[src/rtl/cic_pkg.sv]
// cic_pkg: shared types and constants for the PDM CIC timing controller.
//   cic_state_e - sweep FSM states
//   DEF_*       - power-on timing configuration
//   cfg_legal() - legality test applied to every configuration load
package cic_pkg;

    typedef enum logic [1:0] {
        S_IDLE    = 2'd0,
        S_READ    = 2'd1,
        S_COMPUTE = 2'd2,
        S_HOLD    = 2'd3
    } cic_state_e;

    localparam int DEF_DIV         = 49;
    localparam int DEF_READ_TIME   = 28;
    localparam int DEF_SAMPLE_RATE = 186;

    // A period shorter than 4 clocks leaves no room for two pdm_clk phases,
    // and a read point beyond the period would never be reached.
    function automatic logic cfg_legal(input int unsigned div, input int unsigned read_time);
        return (div >= 32'd3) && (read_time <= div);
    endfunction

endpackage

[src/rtl/cic_cfg_shadow.sv]
// cic_cfg_shadow: pending/active configuration registers.
//   clk_i, resetn_i          - clock, synchronous active-high reset
//   cfg_*_i, cfg_load_i      - configuration captured on cfg_load_i
//   apply_i                  - decimation boundary; pending config goes active
//   div_o .. dual_edge_o     - active configuration
//   load_ok_o                - combinational: this cycle's load is accepted
//   cfg_ack_o, cfg_reject_o  - registered one-cycle status pulses
module cic_cfg_shadow
    import cic_pkg::*;
#(
    parameter int DATA_WIDTH      = 16,
    parameter int DIV_WIDTH       = 8,
    parameter int DEF_DIV         = 49,
    parameter int DEF_READ_TIME   = 28,
    parameter int DEF_SAMPLE_RATE = 186
) (
    input  logic                  clk_i,
    input  logic                  resetn_i,
    input  logic [DIV_WIDTH-1:0]  cfg_div_i,
    input  logic [DIV_WIDTH-1:0]  cfg_read_time_i,
    input  logic [DATA_WIDTH-1:0] cfg_sample_rate_i,
    input  logic                  cfg_dual_edge_i,
    input  logic                  cfg_load_i,
    input  logic                  apply_i,
    output logic [DIV_WIDTH-1:0]  div_o,
    output logic [DIV_WIDTH-1:0]  read_time_o,
    output logic [DATA_WIDTH-1:0] sample_rate_o,
    output logic                  dual_edge_o,
    output logic                  load_ok_o,
    output logic                  cfg_ack_o,
    output logic                  cfg_reject_o
);

    logic [DIV_WIDTH-1:0]  pend_div_q, pend_rt_q, act_div_q, act_rt_q;
    logic [DATA_WIDTH-1:0] pend_sr_q, act_sr_q;
    logic                  pend_dual_q, act_dual_q, pend_vld_q;
    logic                  ack_q, rej_q;
    logic                  legal;
    logic                  apply_now;

    assign legal     = cfg_legal(32'(cfg_div_i), 32'(cfg_read_time_i));
    assign load_ok_o = cfg_load_i && legal;
    assign apply_now = apply_i && pend_vld_q;

    always_ff @(posedge clk_i) begin
        if (resetn_i) begin
            act_div_q   <= DIV_WIDTH'(DEF_DIV);
            act_rt_q    <= DIV_WIDTH'(DEF_READ_TIME);
            act_sr_q    <= DATA_WIDTH'(DEF_SAMPLE_RATE);
            act_dual_q  <= 1'b0;
            pend_div_q  <= DIV_WIDTH'(DEF_DIV);
            pend_rt_q   <= DIV_WIDTH'(DEF_READ_TIME);
            pend_sr_q   <= DATA_WIDTH'(DEF_SAMPLE_RATE);
            pend_dual_q <= 1'b0;
            pend_vld_q  <= 1'b0;
            ack_q       <= 1'b0;
            rej_q       <= 1'b0;
        end else begin
            ack_q <= apply_now;
            rej_q <= cfg_load_i && !legal;
            if (apply_now) begin
                act_div_q  <= pend_div_q;
                act_rt_q   <= pend_rt_q;
                act_sr_q   <= pend_sr_q;
                act_dual_q <= pend_dual_q;
            end
            // A load on the boundary cycle refills the pending slot after
            // the old contents moved to active, so it waits a full ratio.
            if (load_ok_o) begin
                pend_div_q  <= cfg_div_i;
                pend_rt_q   <= cfg_read_time_i;
                pend_sr_q   <= cfg_sample_rate_i;
                pend_dual_q <= cfg_dual_edge_i;
                pend_vld_q  <= 1'b1;
            end else if (apply_i) begin
                pend_vld_q  <= 1'b0;
            end
        end
    end

    assign div_o         = act_div_q;
    assign read_time_o   = act_rt_q;
    assign sample_rate_o = act_sr_q;
    assign dual_edge_o   = act_dual_q;
    assign cfg_ack_o     = ack_q;
    assign cfg_reject_o  = rej_q;

endmodule

[src/rtl/cic_timing_ctrl.sv]
// cic_timing_ctrl: PDM clock, read strobe, channel sweep and decimation
// strobe generator for the CIC decimator.
//   clk, resetn                  - clock, synchronous active-high reset
//   cfg_* / cfg_load             - shadowed runtime configuration
//   cfg_ack, cfg_reject          - configuration status pulses
//   pdm_clk                      - microphone clock
//   read_enable, edge_sel        - sample strobe and which read point
//   integrator_enable, channel   - per-channel integrator sweep
//   comb_enable                  - decimation strobe
//   overrun                      - sticky dropped-read-point flag
module cic_timing_ctrl #(
    parameter int CHANNELS        = 8,
    parameter int DATA_WIDTH      = 16,
    parameter int DIV_WIDTH       = 8,
    parameter int DEF_DIV         = cic_pkg::DEF_DIV,
    parameter int DEF_READ_TIME   = cic_pkg::DEF_READ_TIME,
    parameter int DEF_SAMPLE_RATE = cic_pkg::DEF_SAMPLE_RATE,
    parameter int CHANNELS_WIDTH  = $clog2(CHANNELS)
) (
    input  logic                      clk,
    input  logic                      resetn,
    input  logic [DIV_WIDTH-1:0]      cfg_div,
    input  logic [DIV_WIDTH-1:0]      cfg_read_time,
    input  logic [DATA_WIDTH-1:0]     cfg_sample_rate,
    input  logic                      cfg_dual_edge,
    input  logic                      cfg_load,
    output logic                      cfg_ack,
    output logic                      cfg_reject,
    output logic                      pdm_clk,
    output logic                      read_enable,
    output logic                      edge_sel,
    output logic                      integrator_enable,
    output logic [CHANNELS_WIDTH-1:0] channel,
    output logic                      comb_enable,
    output logic                      overrun
);
    import cic_pkg::*;

    logic [DIV_WIDTH-1:0]  div, read_time;
    logic [DATA_WIDTH-1:0] sample_rate;
    logic                  dual_edge, load_ok, comb_en;

    cic_cfg_shadow #(
        .DATA_WIDTH(DATA_WIDTH), .DIV_WIDTH(DIV_WIDTH), .DEF_DIV(DEF_DIV),
        .DEF_READ_TIME(DEF_READ_TIME), .DEF_SAMPLE_RATE(DEF_SAMPLE_RATE)
    ) u_cfg (
        .clk_i(clk), .resetn_i(resetn),
        .cfg_div_i(cfg_div), .cfg_read_time_i(cfg_read_time),
        .cfg_sample_rate_i(cfg_sample_rate), .cfg_dual_edge_i(cfg_dual_edge),
        .cfg_load_i(cfg_load), .apply_i(comb_en),
        .div_o(div), .read_time_o(read_time), .sample_rate_o(sample_rate),
        .dual_edge_o(dual_edge), .load_ok_o(load_ok),
        .cfg_ack_o(cfg_ack), .cfg_reject_o(cfg_reject)
    );

    // Phase and decimation counters
    logic [DIV_WIDTH-1:0]  sys_count_q, sys_count_d;
    logic [DATA_WIDTH-1:0] comb_count_q, comb_count_d;
    logic [DIV_WIDTH:0]    period, half, p1_sum, p1_pt;
    logic                  wrap, hit_p0, hit_p1, read_pt;

    assign wrap    = (sys_count_q == div);
    assign comb_en = wrap && (comb_count_q == sample_rate);

    assign sys_count_d  = wrap ? '0 : sys_count_q + DIV_WIDTH'(1);
    assign comb_count_d = !wrap ? comb_count_q
                        : (comb_en ? '0 : comb_count_q + DATA_WIDTH'(1));

    // Second read point sits half a period after the first, wrapped into
    // the period; one extra bit keeps read_time + half from overflowing.
    assign period  = {1'b0, div} + (DIV_WIDTH+1)'(1);
    assign half    = period >> 1;
    assign p1_sum  = {1'b0, read_time} + half;
    assign p1_pt   = (p1_sum >= period) ? p1_sum - period : p1_sum;
    assign hit_p0  = (sys_count_q == read_time);
    assign hit_p1  = dual_edge && ({1'b0, sys_count_q} == p1_pt);
    assign read_pt = hit_p0 || hit_p1;

    // Sweep FSM
    cic_state_e                state_q, state_d;
    logic [CHANNELS_WIDTH-1:0] channel_q, channel_d;
    logic                      edge_q, edge_d;
    logic                      overrun_q, overrun_d;
    logic                      pdm_q, pdm_d;
    logic                      read_q, read_d, integ_q, integ_d;

    always_ff @(posedge clk) begin
        if (resetn) begin
            state_q      <= S_IDLE;
            channel_q    <= '0;
            edge_q       <= 1'b0;
            overrun_q    <= 1'b0;
            pdm_q        <= 1'b1;
            read_q       <= 1'b0;
            integ_q      <= 1'b0;
            sys_count_q  <= '0;
            comb_count_q <= '0;
        end else begin
            state_q      <= state_d;
            channel_q    <= channel_d;
            edge_q       <= edge_d;
            overrun_q    <= overrun_d;
            pdm_q        <= pdm_d;
            read_q       <= read_d;
            integ_q      <= integ_d;
            sys_count_q  <= sys_count_d;
            comb_count_q <= comb_count_d;
        end
    end

    always_comb begin
        state_d   = state_q;
        channel_d = channel_q;
        edge_d    = edge_q;
        unique case (state_q)
            S_IDLE: if (read_pt) begin
                state_d = S_READ;
                edge_d  = !hit_p0;
            end
            S_READ: begin
                state_d   = S_COMPUTE;
                channel_d = '0;
            end
            S_COMPUTE: state_d = S_HOLD;
            S_HOLD: begin
                if (channel_q == CHANNELS_WIDTH'(CHANNELS-1)) begin
                    state_d = S_IDLE;
                end else begin
                    state_d   = S_COMPUTE;
                    channel_d = channel_q + CHANNELS_WIDTH'(1);
                end
            end
            default: state_d = S_IDLE;
        endcase
        // A dropped read point outranks a same-cycle clear so it is never lost.
        overrun_d = load_ok ? 1'b0 : overrun_q;
        if (read_pt && (state_q != S_IDLE))
            overrun_d = 1'b1;
    end

    // Outputs are decoded from next state/count so the flops line up with
    // the state and counter registers.
    always_comb begin
        read_d  = (state_d == S_READ);
        integ_d = (state_d == S_COMPUTE) || (state_d == S_HOLD);
        pdm_d   = ({1'b0, sys_count_d} < half);
    end

    assign pdm_clk           = pdm_q;
    assign read_enable       = read_q;
    assign edge_sel          = edge_q;
    assign integrator_enable = integ_q;
    assign channel           = channel_q;
    assign comb_enable       = comb_en;
    assign overrun           = overrun_q;

endmodule

[config.mk]
export PLATFORM = sky130hd
export DESIGN_NAME = cic_timing_ctrl
export DESIGN_NICKNAME = d
export VERILOG_FILES = /design/src/rtl/cic_pkg.sv /design/src/rtl/cic_cfg_shadow.sv /design/src/rtl/cic_timing_ctrl.sv
export SDC_FILE = /design/constraint.sdc
export NUM_CORES = 1
export LEC_CHECK = 0
export ABC_CLOCK_PERIOD_IN_PS = 4500
export CAP_MARGIN = 0
export CORE_MARGIN = 2
export CORE_UTILIZATION = 35
export CTS_CLUSTER_DIAMETER = 60
export DETAILED_ROUTE_END_ITERATION = 12
export GPL_TIMING_DRIVEN = 0
export RECOVER_POWER = 100
export SETUP_SLACK_MARGIN = 0.1
export SLEW_MARGIN = 20
export SYNTH_ARGS = -nofsm -noshare
export SYNTH_HDL_FRONTEND = slang
export SYNTH_HIERARCHICAL = 1
export SYNTH_SLANG_ARGS = --single-unit
[constraint.sdc]
create_clock -name clk -period 4.5 [get_ports clk]
set_clock_uncertainty 0.05 [all_clocks]
set_input_delay 0.45 -clock clk [delete_from_list [all_inputs] [get_ports clk]]
set_output_delay 0.45 -clock clk [all_outputs]
set_load 0.05 [all_outputs]
After elaboration in Yosys (flattened, before gate mapping)
Index checks and enable logic that the tools add are counted.

Register bits after elaboration: 103. Output and inout bits: 11. Word-level logic and storage cells: 72.

Order comparisons: 4. Reductions and logical operators: 18. Add/subtract/negate cells: 6. Equal/unequal tests: 12. Mux-type cells: 12.

Operators by type and width (number): $add 16x1->16 const B (1); $eq 16x16->1 (1); $eq 8x8->1 (2); $mux 16 (1); $add 8x1->9 const B (1); $add 8x8->9 (1); $eq 8x9->1 (1); $ge 9x9->1 (1); $mux 9 (1); $sub 9x9->9 (1); $add 8x1->8 const B (1); $eq 2x2->1 const B (4); $ge 8x2->1 const B (1); $le 8x8->1 (1); $lt 8x8->1 (1); $mux 8 (1); $pmux 2 s4 (1); $reduce_bool 2->1 (4); $logic_and 1x1->1 (7); $pmux 3 s2 (1); $eq 2x1->1 const B (2); $mux 1 (4); $mux 2 (2); $reduce_and 2->1 (2); other kinds (7) (9).

Logic depth before layout (Yosys ltp)
Gate-level depths: netlist (run 1).

Depth after elaboration: 11. Gate-level depth with buffers: 20.

Hierarchy
Netlist (run 1), hierarchy kept.

Modules (own cells, without submodules): cic_timing_ctrl (area an instance 3169.3 sq um, seq. area each 680.7 sq um, cells each 405, instances 1); cic_cfg_shadow (area an instance 2950.3 sq um, seq. area each 1381.3 sq um, cells each 329, instances 1).

Least setup slack after synthesis (run 1)
Ideal clock, no wire load.

Path type: reg2reg. Start: register u_cfg.act_div_q[0], in the netlist u_cfg/div_o[0]. End: register read_q, in the netlist read_enable. Arrival time: 4.698 ns. Buffers on the path: 1. Required time: 4.350 ns. Clock period less this slack: 4.848 ns. Stages on the path, launching flop included: 18. Slack: -0.348 ns. Cell sequence: dfxtp_1 -> ha_1 -> ha_1 -> fa_1 -> a21o_1 -> and4_1 -> or2_2 -> xor2_1 -> ha_1 -> a211oi_2 -> nor2_1 -> or3_1 -> buf_2 -> or3_1 -> a21o_1 -> a221oi_1 -> or4b_4 -> a2111oi_4.

Word-level cells in the longest chain between the ends: 10. Elaborated cells on any way between the ends: 11.

Ends and longest elaborated chain: start, declared (RTL line cic_cfg_shadow.sv:34) `logic [DIV_WIDTH-1:0] pend_div_q, pend_rt_q, act_div_q, act_rt_q;`; start signal, assigned (RTL line cic_cfg_shadow.sv:47) `act_div_q <= DIV_WIDTH'(DEF_DIV);`; start signal, assigned (RTL line cic_cfg_shadow.sv:62) `act_div_q <= pend_div_q;`; $add 8x1->9 (*) (RTL line cic_timing_ctrl.sv:71) `assign period = {1'b0, div} + (DIV_WIDTH+1)'(1);`; $add 8x8->9 (RTL line cic_timing_ctrl.sv:73) `assign p1_sum = {1'b0, read_time} + half;`; $sub 9x9->9 or $ge 9x9->1 (tied branches) (RTL line cic_timing_ctrl.sv:74) `assign p1_pt = (p1_sum >= period) ? p1_sum - period : p1_sum;`; $mux 9 (*) (RTL line cic_timing_ctrl.sv:74); $eq 8x9->1 (*) (RTL line cic_timing_ctrl.sv:76) `assign hit_p1 = dual_edge && ({1'b0, sys_count_q} == p1_pt);`; $logic_and 1x1->1 (*) (RTL line cic_timing_ctrl.sv:76); $logic_or 1x1->1 (*) (RTL line cic_timing_ctrl.sv:77) `assign read_pt = hit_p0 || hit_p1;`; $mux 2 (*) (RTL line cic_timing_ctrl.sv:116) `S_IDLE: if (read_pt) begin`; $pmux 2 s4 (*) (RTL line cic_timing_ctrl.sv:115) `unique case (state_q)`; $eq 2x1->1 (*) (RTL line cic_timing_ctrl.sv:144) `read_d = (state_d == S_READ);`; end signal, assigned (RTL line cic_timing_ctrl.sv:104) `read_q <= read_d;`; end, declared (RTL line cic_timing_ctrl.sv:85) `logic read_q, read_d, integ_q, integ_d;`.

Mark *: on every way between the ends. The rest lies on a longest branch, timed or not. A chain may end at the register's enable or synchronous reset.

Final worst setup path (run 1)
Start: register u_cfg.act_div_q[1], in the netlist u_cfg/div_o[1]. End: register read_q, in the netlist read_enable.

Same word-level chain as after synthesis.

==> results of run 1 <==
[critical path: stages (launching register included)]
cell and delay (ns):
dfxtp_4 0.38, and3_4 0.20, nand3_4 0.10, nor2_2 0.14, xor2_2 0.12, ha_4 0.18, or4_4 0.52, o21ai_4 0.18
xnor2_2 0.15, ha_2 0.33, o21ai_1 0.15, nor2_2 0.07, or3_4 0.36, buf_6 0.13, buf_12 0.12, or4_4 0.42
o311ai_4 0.09, o221ai_2 0.12, or4b_4 0.59, a2111oi_4 0.30
[cell usage after synthesis (3+ instances only)]
cell,number
nor3_1,17
or2_2,4
nand4_1,17
or3_1,9
nand2b_1,49
a21oi_1,48
ha_1,38
nand2_1,94
nand3b_1,11
mux2i_1,36
and3_1,10
nor4_1,3
nor2_1,60
inv_1,27
nand3_1,19
xnor2_1,45
nor2b_1,8
a21o_1,9
dfxtp_1,103
xor2_1,18
buf_12,3
o22ai_1,3
clkbuf_1,31
o21ai_0,19
[path summary, 6_finish.rpt]
path | slack, ns | start | depth (start not counted) | end
max reg2reg | -0.31 | u_cfg/div_o[1] | 19 | read_enable
min reg2reg | 0.40 | u_cfg/pend_div_q[1] | 2 | u_cfg/div_o[1]
max | -0.31 | u_cfg/div_o[1] | 19 | read_enable
min | 0.40 | u_cfg/pend_div_q[1] | 2 | u_cfg/div_o[1]
[cell type report]
class	instances	share of cell area, %
Buffer	38	1.96
Sequential cell	103	27.0
Timing Repair Buffer	69	8.59
Clock inverter	5	0.893
Tap cell	225	3.65
Clock buffer	11	3.43
Inverter	27	1.32
Multi-Input combinational cell	564	53.2
[sequential cells by signal, indices dropped and copies added (netlist names), 2 cells and up]
register / flops
u_cfg/pend_rt_q: 8
channel: 3
u_cfg/div_o: 8
u_cfg/pend_sr_q: 16
u_cfg/sample_rate_o: 16
u_cfg/pend_div_q: 8
comb_count_q: 16
state_q: 2
u_cfg/read_time_o: 8
sys_count_q: 8
[per-layer routing]
metal	track usage, %	up-vias	part of all wire [%]
li1	-	2664	-
met1	23.2	2355	50
met2	26.7	76	45
met3	3.13	18	3.3
met4	4.46	0	1.4
met5	0	-	0
[repair_timing]
item,in CTS,in global routing
pin swaps,23,15
gates resized for setup,56,10
endpoints found under the setup margin,4,4
buffers inserted,19,4
[cells by family after synthesis]
logic type      after synthesis
mux                          37
xor+xnor                     63
fa+ha+maj                    40
flops                       103
simple gates                315
compound gates              109
buf+inv                      67
[where the power goes]
part           switching (mW)  internal (mW)  total [mW]
clock                   0.372          0.490       0.862
combinational          0.0864         0.0862       0.173
sequential             0.0152          0.934       0.949
[stage by stage]
stage	cell area [sq um]	hold slack, ns	instances
global placement	6910	0.390	1005
detailed placement	6910	0.390	1005
CTS	7690	0.400	1038
finish	7710	0.399	1042
floorplan	6160	0.372	734
global route	7710	0.438	1042
==> impl_metrics.tcl, run 1 <==
set metrics [dict create \
    post-route-util_pct 44.9 \
    synth_top_area_cell "dfxtp_1" \
    wl_per_cell_um 14.2 \
    power_mw 1.98 \
    tritoncts "done" \
    tightest_slew_ns 0.827 \
    yosys.area_share.simple_pct 26.1 \
    synth.area.top_cells "dfxtp_1, ha_1, xnor2_1, mux2i_1, nand2_1" \
    max_freq_mhz 208 \
    max_cap_viol_count 0 \
    fin_ws_ns -0.310 \
    grt_pass1_wl_um 24700 \
    setup_violations 4 \
    total_leakage_power_nw 3.01 \
    syn2layout_area_growth_pct 25.9 \
    synth_top_cell_area_share_pct 33.7 \
    violations "negative setup slack" \
    diodes 0 \
    fillers 1722 \
    nets 888 \
    drt_pass1_iterations 6 \
    post-route-period-util_pct 107 \
    crit_required_ns 4.71 \
    grt.total_usage_pct 16.8 \
    synth_top_family_by_area "simple AND/OR/NAND/NOR gates" \
    drt_iter0_drc 287 \
    cts_root_buf "clkbuf_16" \
    ys_seq_area_share_pct 33.7 \
    status "finished with violations" \
    drcViolationCount 0 \
    synth_warnings 6 \
    slew_headroom_pct 44.9 \
    ant_nets 0 \
    synthesis.nets 810 \
    routed_wirelength_um 14800 \
    crit_path_max_fanout 6 \
    cts_max_level 3 \
    cts_made_buffers 9 \
    muxShareOfSynthArea_pct 6.07 \
    start_kind "flip-flop" \
    dp_slack_ns -0.801 \
    ff_latch_area_sq_um 2080 \
    rows 48 \
    drv_slew 0 \
    synth_seq_cells 103 \
    postSynthAreaPerCell_sq_um 8.34 \
    grt_pass1_vias 4984 \
    drive_gt1_share_pct 13.0 \
    synth-compound-area-share_pct 11.5 \
    clk_pin_slew_ns 0.07 \
    overflow 0 \
    die_y_um 136 \
    final_cell_mix "dfxtp_1, nand2_1, nor2_1, nand2b_1, a21oi_1" \
    rsz0062_at_grt "yes" \
    cts_hold_buf 0 \
    initial_utilization_pct 35.6 \
    yosysUniqueCellTypes 63 \
    end_kind "flip-flop" \
    fp.dieArea_sq_um 18600 \
    critPathArrivalTime_ns 5.02 \
    async_flop_share_pct 0 \
    ys.flop_type "dfxtp_1" \
    dpl.hpwl_um 11100 \
    cts.path.max_buffers 2 \
    synthCells 734 \
    multi_input_area_sq_um 4100 \
    fin_tns_setup_ns -0.968 \
    worstSetupPathType "flip-flop to flip-flop" \
    io_pins 47 \
    cts_sinks 103 \
    final_common_cell "dfxtp_1" \
    ir_drop_v 0.000204 \
    final_hold_viol_count 0 \
    antenna_found_initial 0 \
    grt_max_degree 19 \
    gp_congestion 0.863 \
    min_period_ns 4.81 \
    syn_area_sq_um 6120 \
    synth_fa_ha_area_share_pct 8.42 \
    io_buffer_count 46 \
    insertion_delay_ns 0.36 \
    via_per_inst 4.91 \
    hp-class "flip-flop to flip-flop" \
    synth_edf_count 0 \
    core-area_sq_um 17200 \
    synth-xor-area-share_pct 9.02 \
    die_w_um 136 \
    p_per_area_nw_per_um2 257 \
    num_vias 5113 \
]
Power figures use the tool's default switching activity.
==> run 2, diff against run 1 <==
PLACE_DENSITY = 0.6   (was not set)
==> results of run 2 <==
The final DEF is identical to that of run 1; final timing and power are the same.
==> run 3, diff against run 2 <==
PLACE_DENSITY = not set   (was 0.6)
==> results of run 3 <==
The final DEF is identical to that of run 1; final timing and power are the same.
